<file path="src/rtl/watch_monitor.sv">
// watch_monitor: change-trace monitor for parallel watched buses.
// Every value change on an armed, enabled channel becomes a pending event
// {channel, new value, timestamp}. A round-robin arbiter moves one pending
// event per cycle into a first-word-fall-through FIFO that a consumer
// drains over a valid/ready port. Changes that arrive while a channel's
// previous event is still pending overwrite it and raise a sticky flag.
module watch_monitor #(
  parameter int CHANNELS = 7,
  parameter int WIDTH    = 24,
  parameter int DEPTH    = 16,
  parameter int TS_WIDTH = 32,
  localparam int CW      = $clog2(CHANNELS),
  localparam int LW      = $clog2(DEPTH) + 1
) (
  input  logic                      clk,
  input  logic                      rst,
  input  logic [CHANNELS*WIDTH-1:0] watch_in,
  input  logic                      enable,
  input  logic                      clear_overflow,
  output logic                      ev_valid,
  input  logic                      ev_ready,
  output logic [CW-1:0]             ev_chan,
  output logic [WIDTH-1:0]          ev_data,
  output logic [TS_WIDTH-1:0]       ev_time,
  output logic                      ev_overflow,
  output logic [LW-1:0]             level
);

  localparam int AW = $clog2(DEPTH);
  // FIFO entry layout, most significant first: {chan, data, time}
  localparam int EW = CW + WIDTH + TS_WIDTH;

  // free-running timestamp and arming state
  logic [TS_WIDTH-1:0] ts_reg;
  logic                armed_reg;

  // per-channel view of the watched bus and its bookkeeping
  logic [WIDTH-1:0]    chan_in   [CHANNELS];
  logic [WIDTH-1:0]    shadow_reg[CHANNELS];
  logic [WIDTH-1:0]    pdata_reg [CHANNELS];
  logic [TS_WIDTH-1:0] ptime_reg [CHANNELS];
  logic [CHANNELS-1:0] pend_reg;
  logic [CHANNELS-1:0] detect;
  logic [CHANNELS-1:0] grant;
  logic [CHANNELS-1:0] coalesce;

  // arbiter state
  logic [CW-1:0]       rr_reg;
  logic [CW-1:0]       grant_idx;
  logic                grant_any;

  // event FIFO
  logic [EW-1:0]       mem [DEPTH];
  logic [AW-1:0]       wr_ptr_reg;
  logic [AW-1:0]       rd_ptr_reg;
  logic [LW-1:0]       level_reg;
  logic [EW-1:0]       head;
  logic                fifo_full;
  logic                can_push;
  logic                push;
  logic                pop;

  logic                ovf_reg;

  // Per-channel change detection, shadow capture and pending-event latch.
  genvar gi;
  generate
    for (gi = 0; gi < CHANNELS; gi++) begin : g_chan
      assign chan_in[gi]  = watch_in[gi*WIDTH +: WIDTH];
      assign detect[gi]   = armed_reg && enable && (chan_in[gi] != shadow_reg[gi]);
      // A new change replacing an event that is not leaving this cycle
      // loses the older one; that is what the overflow flag reports.
      assign coalesce[gi] = detect[gi] && pend_reg[gi] && !grant[gi];

      // Shadow follows the bus every cycle; a detection always wins over a
      // grant, so the newest value stays pending while the old one is pushed.
      always_ff @(posedge clk) begin
        if (rst) begin
          shadow_reg[gi] <= '0;
          pend_reg[gi]   <= 1'b0;
          pdata_reg[gi]  <= '0;
          ptime_reg[gi]  <= '0;
        end else begin
          shadow_reg[gi] <= chan_in[gi];
          if (detect[gi]) begin
            pend_reg[gi]  <= 1'b1;
            pdata_reg[gi] <= chan_in[gi];
            ptime_reg[gi] <= ts_reg;
          end else if (grant[gi]) begin
            pend_reg[gi]  <= 1'b0;
          end
        end
      end
    end
  endgenerate

  // Timestamp counter and the one-shot arming flag that suppresses the
  // spurious "change" from reset-valued shadows.
  always_ff @(posedge clk) begin
    if (rst) begin
      ts_reg    <= '0;
      armed_reg <= 1'b0;
    end else begin
      ts_reg    <= ts_reg + 1'b1;
      armed_reg <= 1'b1;
    end
  end

  // Round-robin search: walk offsets from the highest down so the pending
  // channel closest to rr (ascending, with wrap) is the one left standing.
  always_comb begin : arb_search
    logic [CW:0] sum;
    sum       = '0;
    grant_any = 1'b0;
    grant_idx = '0;
    for (int k = CHANNELS - 1; k >= 0; k--) begin
      sum = {1'b0, rr_reg} + (CW+1)'(k);
      if (sum >= (CW+1)'(CHANNELS)) begin
        sum = sum - (CW+1)'(CHANNELS);
      end
      if (pend_reg[sum[CW-1:0]]) begin
        grant_any = 1'b1;
        grant_idx = sum[CW-1:0];
      end
    end
  end

  // FIFO acceptance: a full FIFO still takes a push when it pops the same cycle.
  assign fifo_full = (level_reg == LW'(DEPTH));
  assign pop       = ev_valid && ev_ready;
  assign can_push  = !fifo_full || pop;
  assign push      = grant_any && can_push;

  // One-hot grant seen by the per-channel pending logic.
  always_comb begin
    grant = '0;
    if (push) begin
      grant[grant_idx] = 1'b1;
    end
  end

  // Round-robin pointer moves just past the channel that was served.
  always_ff @(posedge clk) begin
    if (rst) begin
      rr_reg <= '0;
    end else if (push) begin
      rr_reg <= (grant_idx == CW'(CHANNELS - 1)) ? '0 : grant_idx + 1'b1;
    end
  end

  // Event storage; contents need no reset because level gates visibility.
  always_ff @(posedge clk) begin
    if (push) begin
      mem[wr_ptr_reg] <= {grant_idx, pdata_reg[grant_idx], ptime_reg[grant_idx]};
    end
  end

  // FIFO pointers and occupancy; pointers wrap naturally (DEPTH is 2^AW).
  always_ff @(posedge clk) begin
    if (rst) begin
      wr_ptr_reg <= '0;
      rd_ptr_reg <= '0;
      level_reg  <= '0;
    end else begin
      if (push) begin
        wr_ptr_reg <= wr_ptr_reg + 1'b1;
      end
      if (pop) begin
        rd_ptr_reg <= rd_ptr_reg + 1'b1;
      end
      case ({push, pop})
        2'b10:   level_reg <= level_reg + 1'b1;
        2'b01:   level_reg <= level_reg - 1'b1;
        default: level_reg <= level_reg;
      endcase
    end
  end

  // Sticky overflow: a coalescing event outranks a clear in the same cycle.
  always_ff @(posedge clk) begin
    if (rst) begin
      ovf_reg <= 1'b0;
    end else if (|coalesce) begin
      ovf_reg <= 1'b1;
    end else if (clear_overflow) begin
      ovf_reg <= 1'b0;
    end
  end

  // First-word-fall-through head, zeroed whenever nothing is valid.
  assign head        = mem[rd_ptr_reg];
  assign ev_valid    = (level_reg != '0);
  assign ev_chan     = ev_valid ? head[EW-1 -: CW]          : '0;
  assign ev_data     = ev_valid ? head[TS_WIDTH +: WIDTH]   : '0;
  assign ev_time     = ev_valid ? head[TS_WIDTH-1:0]        : '0;
  assign ev_overflow = ovf_reg;
  assign level       = level_reg;

endmodule

</file>
<file path="config.mk">
export PLATFORM = sky130hd
export DESIGN_NAME = watch_monitor
export DESIGN_NICKNAME = d
export VERILOG_FILES = /design/src/rtl/watch_monitor.sv
export SDC_FILE = /design/constraint.sdc
export NUM_CORES = 2
export LEC_CHECK = 0
export BUFFER_PORTS_ARGS = -buffer_cell sky130_fd_sc_hd__buf_4
export CAP_MARGIN = 20
export CORE_MARGIN = 2
export CORE_UTILIZATION = 57
export CTS_BUF_LIST = sky130_fd_sc_hd__clkbuf_8
export DETAILED_ROUTE_END_ITERATION = 6
export PLACE_DENSITY = 0.74
export SETUP_SLACK_MARGIN = 0.1
export SYNTH_ARGS = -nofsm -noshare
export SYNTH_HDL_FRONTEND = slang
export SYNTH_SLANG_ARGS = --single-unit
</file>
<file path="constraint.sdc">
create_clock -name clk -period 9.71 [get_ports clk]
set_clock_uncertainty 0.2 [all_clocks]
set_input_delay 0.971 -clock clk [delete_from_list [all_inputs] [get_ports clk]]
set_output_delay 0.971 -clock clk [all_outputs]
set_load 0.005 [all_outputs]
</file>
Word-level counts from Yosys, hierarchy flattened
Memory sizes are Yosys's and may differ from the RTL's. A register that Yosys moved wholly into a read port is not among the register bits.
Cells that the tools add are included.
- $add $sub $neg: 19
- order comparisons: 16
- equal/unequal tests: 11
- muxes and demuxes: 108
- bitwise operators: 21
- reduce and logical (&&, ||, !) cells: 45
- operators by type and width (operator ; number):
    24-bit 2-to-1 mux ; 15
    32-bit 2-to-1 mux ; 8
    24-bit inequality test ; 7
    1-bit 2-to-1 mux ; 57
    3-bit 2-to-1 mux ; 16
    32-bit by 1-bit adder with 32-bit output, second input constant ; 1
    3-bit by 4-bit < comparator with 1-bit output, second input constant ; 8
    1-bit logical AND ; 25
    4-bit by 3-bit >= comparator with 1-bit output, second input constant ; 6
    1-bit binary-select mux with 3-bit select ; 7
    1-bit bitwise OR ; 21
    3-bit subtractor, second input constant ; 7
    2-bit nonzero test ; 9
    3-bit by 3-bit adder with 4-bit output, second input constant ; 3
    5-bit case mux with 2 select lines ; 1
    3-bit by 2-bit adder with 4-bit output, second input constant ; 2
    4-bit by 1-bit adder with 4-bit output, second input constant ; 2
    1-bit logical NOT ; 8
    4-bit 2-to-1 mux ; 2
    7-bit 2-to-1 mux ; 1
    7-bit OR reduction ; 1
    5-bit by 1-bit adder with 5-bit output, second input constant ; 1
    5-bit == test, second input constant ; 1
    5-bit nonzero test ; 1
    other kinds (10) ; 10
- bits in registers: 57
- RAM bits: 1504
- input port bits: 173
- output and inout port bits: 66
- logic and storage cells: 238
- memories kept: 4
- memory list (name ; depth ; bits a word ; read ports ; clocked after Yosys merged registers in ; wr ports ; RTL line ; RTL):
    mem ; 16 ; 59 ; 1 ; 1 ; 1 ; 53 ; logic [EW-1:0] mem [DEPTH];
    ptime_reg ; 7 ; 32 ; 1 ; 0 ; 7 ; 41 ; logic [TS_WIDTH-1:0] ptime_reg [CHANNELS];
    pdata_reg ; 7 ; 24 ; 1 ; 0 ; 7 ; 40 ; logic [WIDTH-1:0] pdata_reg [CHANNELS];
    shadow_reg ; 7 ; 24 ; 7 ; 0 ; 7 ; 39 ; logic [WIDTH-1:0] shadow_reg[CHANNELS];

Logic depth before layout (Yosys ltp)
- depth in word-level cells: 21
- gate-level depth with buffers: 25
- depth with buffers taken out: 21

Worst setup path after synthesis
OpenSTA, ideal clock, no wires.
- path type: flip-flop to flip-flop
- start: reg rr_reg[2]
- end: mem mem[3][0] in the netlist's numbering (enable)
- setup time: 0.548 ns
- data arrival time: 7.182 ns
- data required time: 8.962 ns
- setup slack: 1.780 ns
- cell stages (with the launch flop): 17
- path buffers: 5
- period minus slack after synthesis: 7.930 ns
- cell sequence: dfxtp_1 -> buf_2 -> clkbuf_1 -> inv_1 -> fa_1 -> clkbuf_2 -> nor4bb_1 -> a41oi_1 -> a41oi_1 -> or2_2 -> nor3_1 -> or4b_1 -> and2_1 -> clkbuf_1 -> buf_2 -> nand2_1 -> nor3_1
- longest elaborated chain between the ends: 15
- elaborated cells on any way between the ends: 51
- those cells by class: add/sub (13); order compare (7); mux (30); reduce/logical (1)
- RTL lines (element ; RTL line ; RTL):
    start, declared ; 48 ; logic [CW-1:0] rr_reg;
    start signal, assigned ; 147 ; rr_reg <= (grant_idx == CW'(CHANNELS - 1)) ? '0 : grant_idx + 1'b1;
    3-bit by 3-bit adder with 4-bit output ; 117 ; sum = {1'b0, rr_reg} + (CW+1)'(k);
    4-bit by 3-bit >= comparator with 1-bit output / 3-bit subtractor (equally long branches) ; 118, 119 ;
    3-bit 2-to-1 mux ; 118 ; if (sum >= (CW+1)'(CHANNELS)) begin
    1-bit binary-select mux with 3-bit select ; 121 ; if (pend_reg[sum[CW-1:0]]) begin
    1-bit 2-to-1 mux (not written as such) ; 121 ;
    1-bit 2-to-1 mux (6 in series) ; 121 ;
    1-bit 2-to-1 mux (*) ; 121 ;
    1-bit logical AND (*) ; 132 ; assign push = grant_any && can_push;
    1-bit 2-to-1 mux (*) ; 153 ; if (push) begin
    1-bit 2-to-1 mux (not written as such) (*) ; 154 ; mem[wr_ptr_reg] <= {grant_idx, pdata_reg[grant_idx], ptime_reg[grant_idx]};
    end, declared ; 53 ;
Mark *: on every way between the ends. The rest lies on a longest branch, timed or not. The select of a mux whose other input is x is not followed.

Worst setup path after layout
- start: reg rr_reg[1]
- end: reg level_reg[4], in the netlist level[4]
- longest elaborated chain between the ends: 15
- elaborated cells on any way between the ends: 53
- those cells by class: add/sub (13); order compare (7); eq/ne (2); mux (29); reduce/logical (2)
- RTL lines (element ; RTL line ; RTL):
    3-bit by 3-bit adder with 4-bit output ; 117 ;
    4-bit by 3-bit >= comparator with 1-bit output / 3-bit subtractor (equally long branches) ; 118, 119 ;
    3-bit 2-to-1 mux ; 118 ;
    1-bit binary-select mux with 3-bit select ; 121 ;
    1-bit 2-to-1 mux (not written as such) ; 121 ;
    1-bit 2-to-1 mux (6 in series) ; 121 ;
    1-bit 2-to-1 mux (*) ; 121 ;
    1-bit logical AND (*) ; 132 ;
    2-bit by 1-bit == test with 1-bit output / 2-bit == test (equally long branches) ; 171 ; case ({push, pop})
    5-bit case mux with 2 select lines / 2-bit nonzero test (equally long branches) ; - ;
    end signal, assigned ; 172 ; 2'b10: level_reg <= level_reg + 1'b1;
    end signal, assigned ; 173 ; 2'b01: level_reg <= level_reg - 1'b1;
    end signal, assigned ; 174 ; default: level_reg <= level_reg;
    end, declared ; 56 ; logic [LW-1:0] level_reg;
Marked as above.
A chain may end at the register's enable or synchronous reset.

==> flow_metrics.py <==
metrics = {
    "outcome": {
        "status": "finished, final reports clean",
    },
    "placement": {
        "place_area_mm2": 0.0680,
        "place_congestion": 0.875,
        "place_hpwl_mm": 86.6,
        "port_buffers": 238,
        "pre_cts_ws_ps": 2840,
    },
    "detailed_routing": {
        "vias": 35202,
        "wl_mm": 152,
        "dr.first_iter.drc_count": 3629,
        "routedWlPerCell_um": 26.2,
        "viasPerCell": 6.05,
        "drc": 0,
        "postRouteAntennaNets": 0,
        "dr.pass1.iters": 5,
    },
    "clock_network": {
        "cts_max_level": 4,
        "cts_max_path_buffers": 3,
        "cts_tree": "yes",
        "cts_setup_buffers": 0,
        "cts_made_buffers": 233,
        "clk_latency_ps": 920,
        "clockRootBuffer": "clkbuf_8",
        "ctsHoldBuffers": 0,
        "post_cts_resized": 0,
        "cts.sinks": 1565,
        "clkTransAtPathRegs_ps": 70,
    },
    "synth": {
        "synthCells": 3865,
        "avgSynthCellArea_um2": 16.8,
        "synthesis.area_mm2": 0.0648,
        "synth_top_area_share_pct": 61.9,
        "ys_seq_area_share_pct": 69.0,
        "yosys_warnings": 0,
        "yosys-top-cells-area": "edfxtp_1 62%, mux4_2 10%, dfxtp_1 7.1%, and3_1 3.9%, mux2i_1 3.8%",
        "ys.flop_type": "edfxtp_1",
        "ys_types": 83,
        "synth_edf_count": 1336,
        "async_flop_share_pct": 0,
        "synth_nets": 4060,
        "yosysTopAreaCell": "edfxtp_1",
        "synth_seq_cells": 1565,
    },
    "cells_and_area": {
        "layout-drive-gt1-share_pct": 23.5,
        "fin_area_mm2": 0.0726,
        "largest_reg_flops": 944,
        "fin_util_pct": 64.5,
        "areaGrowthSynthToFinish_pct": 12.1,
        "final_nets": 4308,
    },
    "global_route": {
        "busiest_layer": "met2",
        "use_met2_pct": 42.1,
        "grt_pass1_wl_mm": 226,
        "track_usage_pct": 26.3,
        "grt_max_degree": 172,
        "antenna_found_initial": 8,
        "grt_pass1_vias": 35236,
        "grt.overflow.total": 0,
        "gr-usage-met3_pct": 4.85,
        "grtUsageMet1_pct": 37.0,
    },
    "worst_setup_path": {
        "worst-path-stages": 19,
        "end_kind": "register",
        "path_cells": "inv_1, ha_1, inv_1, o32ai_2, o311ai_1, o31ai_2, nand2_1, or4b_1, and2_1, inv_1, ha_1, xor2_1, ha_1, o21ai_0, a21oi_1, a21oi_1, xor2_1, or3_1, a21oi_1",
        "worst_r2r_path_depth": 19,
        "slowest_delay_ps": 1080,
        "r2r_slack_ps": 2710,
        "cp-start-kind": "register",
        "required_ps": 10350,
        "cp.arrival_ps": 7640,
        "r2r_start": "rr_reg[1]",
        "cpLargestDelayFamily": "adder cells",
        "worstSetupPathType": "register to register",
        "cp.buffers_inverters": 3,
        "critPathMaxFanout": 31,
        "rr_endpoint": "level[4]",
        "critPathSlowestCell": "ha_1",
    },
    "floorplan": {
        "dieHeight_um": 341,
        "core_area_mm2": 0.113,
        "core.rowCount": 123,
        "ioPinCount": 239,
        "initial_core_util_pct": 57.5,
        "die_x_um": 341,
        "die-area_mm2": 0.116,
    },
    "min_path": {
        "whs_path_depth": 2,
        "min_from": "watch_in[123]",
        "whs_endpoint": "shadow_reg[5][3]",
        "hold_class": "input port to register",
    },
    "sta": {
        "fin_crit_sh_pct": 72.1,
        "hold_viol": 0,
        "fin_tns_setup_ps": 0,
        "setup_viol": 0,
        "fin_crit_ps": 7000,
        "fmax_mhz": 143,
        "relSlewSlack_pct": 24.2,
        "drv_slew": 0,
        "rsz0062_at_grt": "false",
        "setup_ws_ps": 2710,
        "worst_slew_pin_slew_ps": 1130,
    },
    "power": {
        "vdd.ir_drop.worst_mv": 0.732,
        "p_per_area_mw_per_mm2": 377,
        "p_total_mw": 27.4,
        "leakage_nw": 26.9,
    },
    "job": {
        "maxCapViolCount": 0,
    },
}
-- logic make-up (layout without fill, tap and decap cells) --
kind of cell	after synthesis	count (layout)	share of synthesized area, %
multiplexers	598	598	15.0
flip-flops	1565	1565	69.0
AO/OA/AOI/OAI	186	186	1.85
other	0	5	0
buffers and inverters	300	749	1.96
XOR/XNOR	214	214	2.90
adder cells (fa/ha/maj)	22	22	0.436
AND/OR/NAND/NOR	980	980	8.83
-- synthesized netlist by cell type (6+ instances only) --
cell type	n
buf_6	9
xor2_1	117
clkbuf_1	212
mux2_2	58
a31oi_1	7
mux2i_1	245
edfxtp_1	1336
ha_1	21
nand4b_1	6
dfxtp_1	229
o211ai_1	7
nor3b_1	7
a21oi_1	87
mux4_2	295
xnor2_1	96
nand4_1	36
nor4_1	25
buf_2	28
nor2_1	135
and3_1	401
o21ai_0	19
inv_1	15
nor2b_1	181
or3_1	6
nand2b_1	9
buf_4	10
o31ai_1	7
buf_1	22
and2_1	68
nand3_1	18
nand2_1	46
nor3_1	16
or2_2	6
-- through the flow --
stage / instances / hold slack (ps)
finish: 5819 / 88.6
global route: 5816 / 34.5
CTS: 5813 / 17.9
detailed placement: 5377 / 326
global placement: 5377 / 301
floorplan: 3865 / 275
-- final cells by class --
cell class | count | area [µm²]
clock inverters | 173 | 968
flip-flops and latches | 1565 | 44700
inverters | 18 | 77.6
multi-input cells | 2000 | 19000
fillers | 7776 | 40000
clock buffers | 263 | 3620
diodes | 5 | 12.5
well taps | 1500 | 1880
repair buffers | 295 | 2330
-- how the worst max path moves through the flow --
stage	slack, ps	to	startpoint
floorplan	1780	mem[3][0]	rr_reg[2]
global placement	2990	level[4]	rr_reg[1]
detailed placement	2840	level[4]	rr_reg[1]
global route	2150	level[4]	rr_reg[1]
finish	2710	level[4]	rr_reg[1]
CTS	2750	level[4]	rr_reg[1]
-- layer usage --
metal	routed length (µm)	part of all wire (%)
met2	73500	48
met4	4280	2.8
met3	12400	8.1
met5	0	0
met1	62100	41
-- layout by cell type (no fill, tap or decap), types with 7 or more instances in the layout --
cell type     n
edfxtp_1   1336
and3_1      401
mux4_2      295
buf_4       286
clkbuf_8    263
mux2i_1     245
dfxtp_1     225
nor2b_1     181
nor2_1      122
xor2_1      117
inv_1       103
xnor2_1      96
a21oi_1      87
and2_1       68
mux2_2       58
nand2_1      41
clkinv_1     40
nand4_1      36
nor4_1       25
clkinv_2     23
ha_1         21
o21ai_0      19
nand3_1      18
nor2_4       13
nor3_1       12
nand2b_1      9
nor3b_1       7
o211ai_1      7
o31ai_1       7
bufinv_16     7
buf_12        7
-- power breakdown --
group	internal, mW	total, mW	leakage, nW	switching (mW)
registers	11.1	11.4	14.8	0.277
logic	3.79	10.8	9.39	7.00
clock network	2.67	5.18	2.68	2.51
total	17.6	27.4	26.9	9.78
Power figures use the tool's default switching activity.
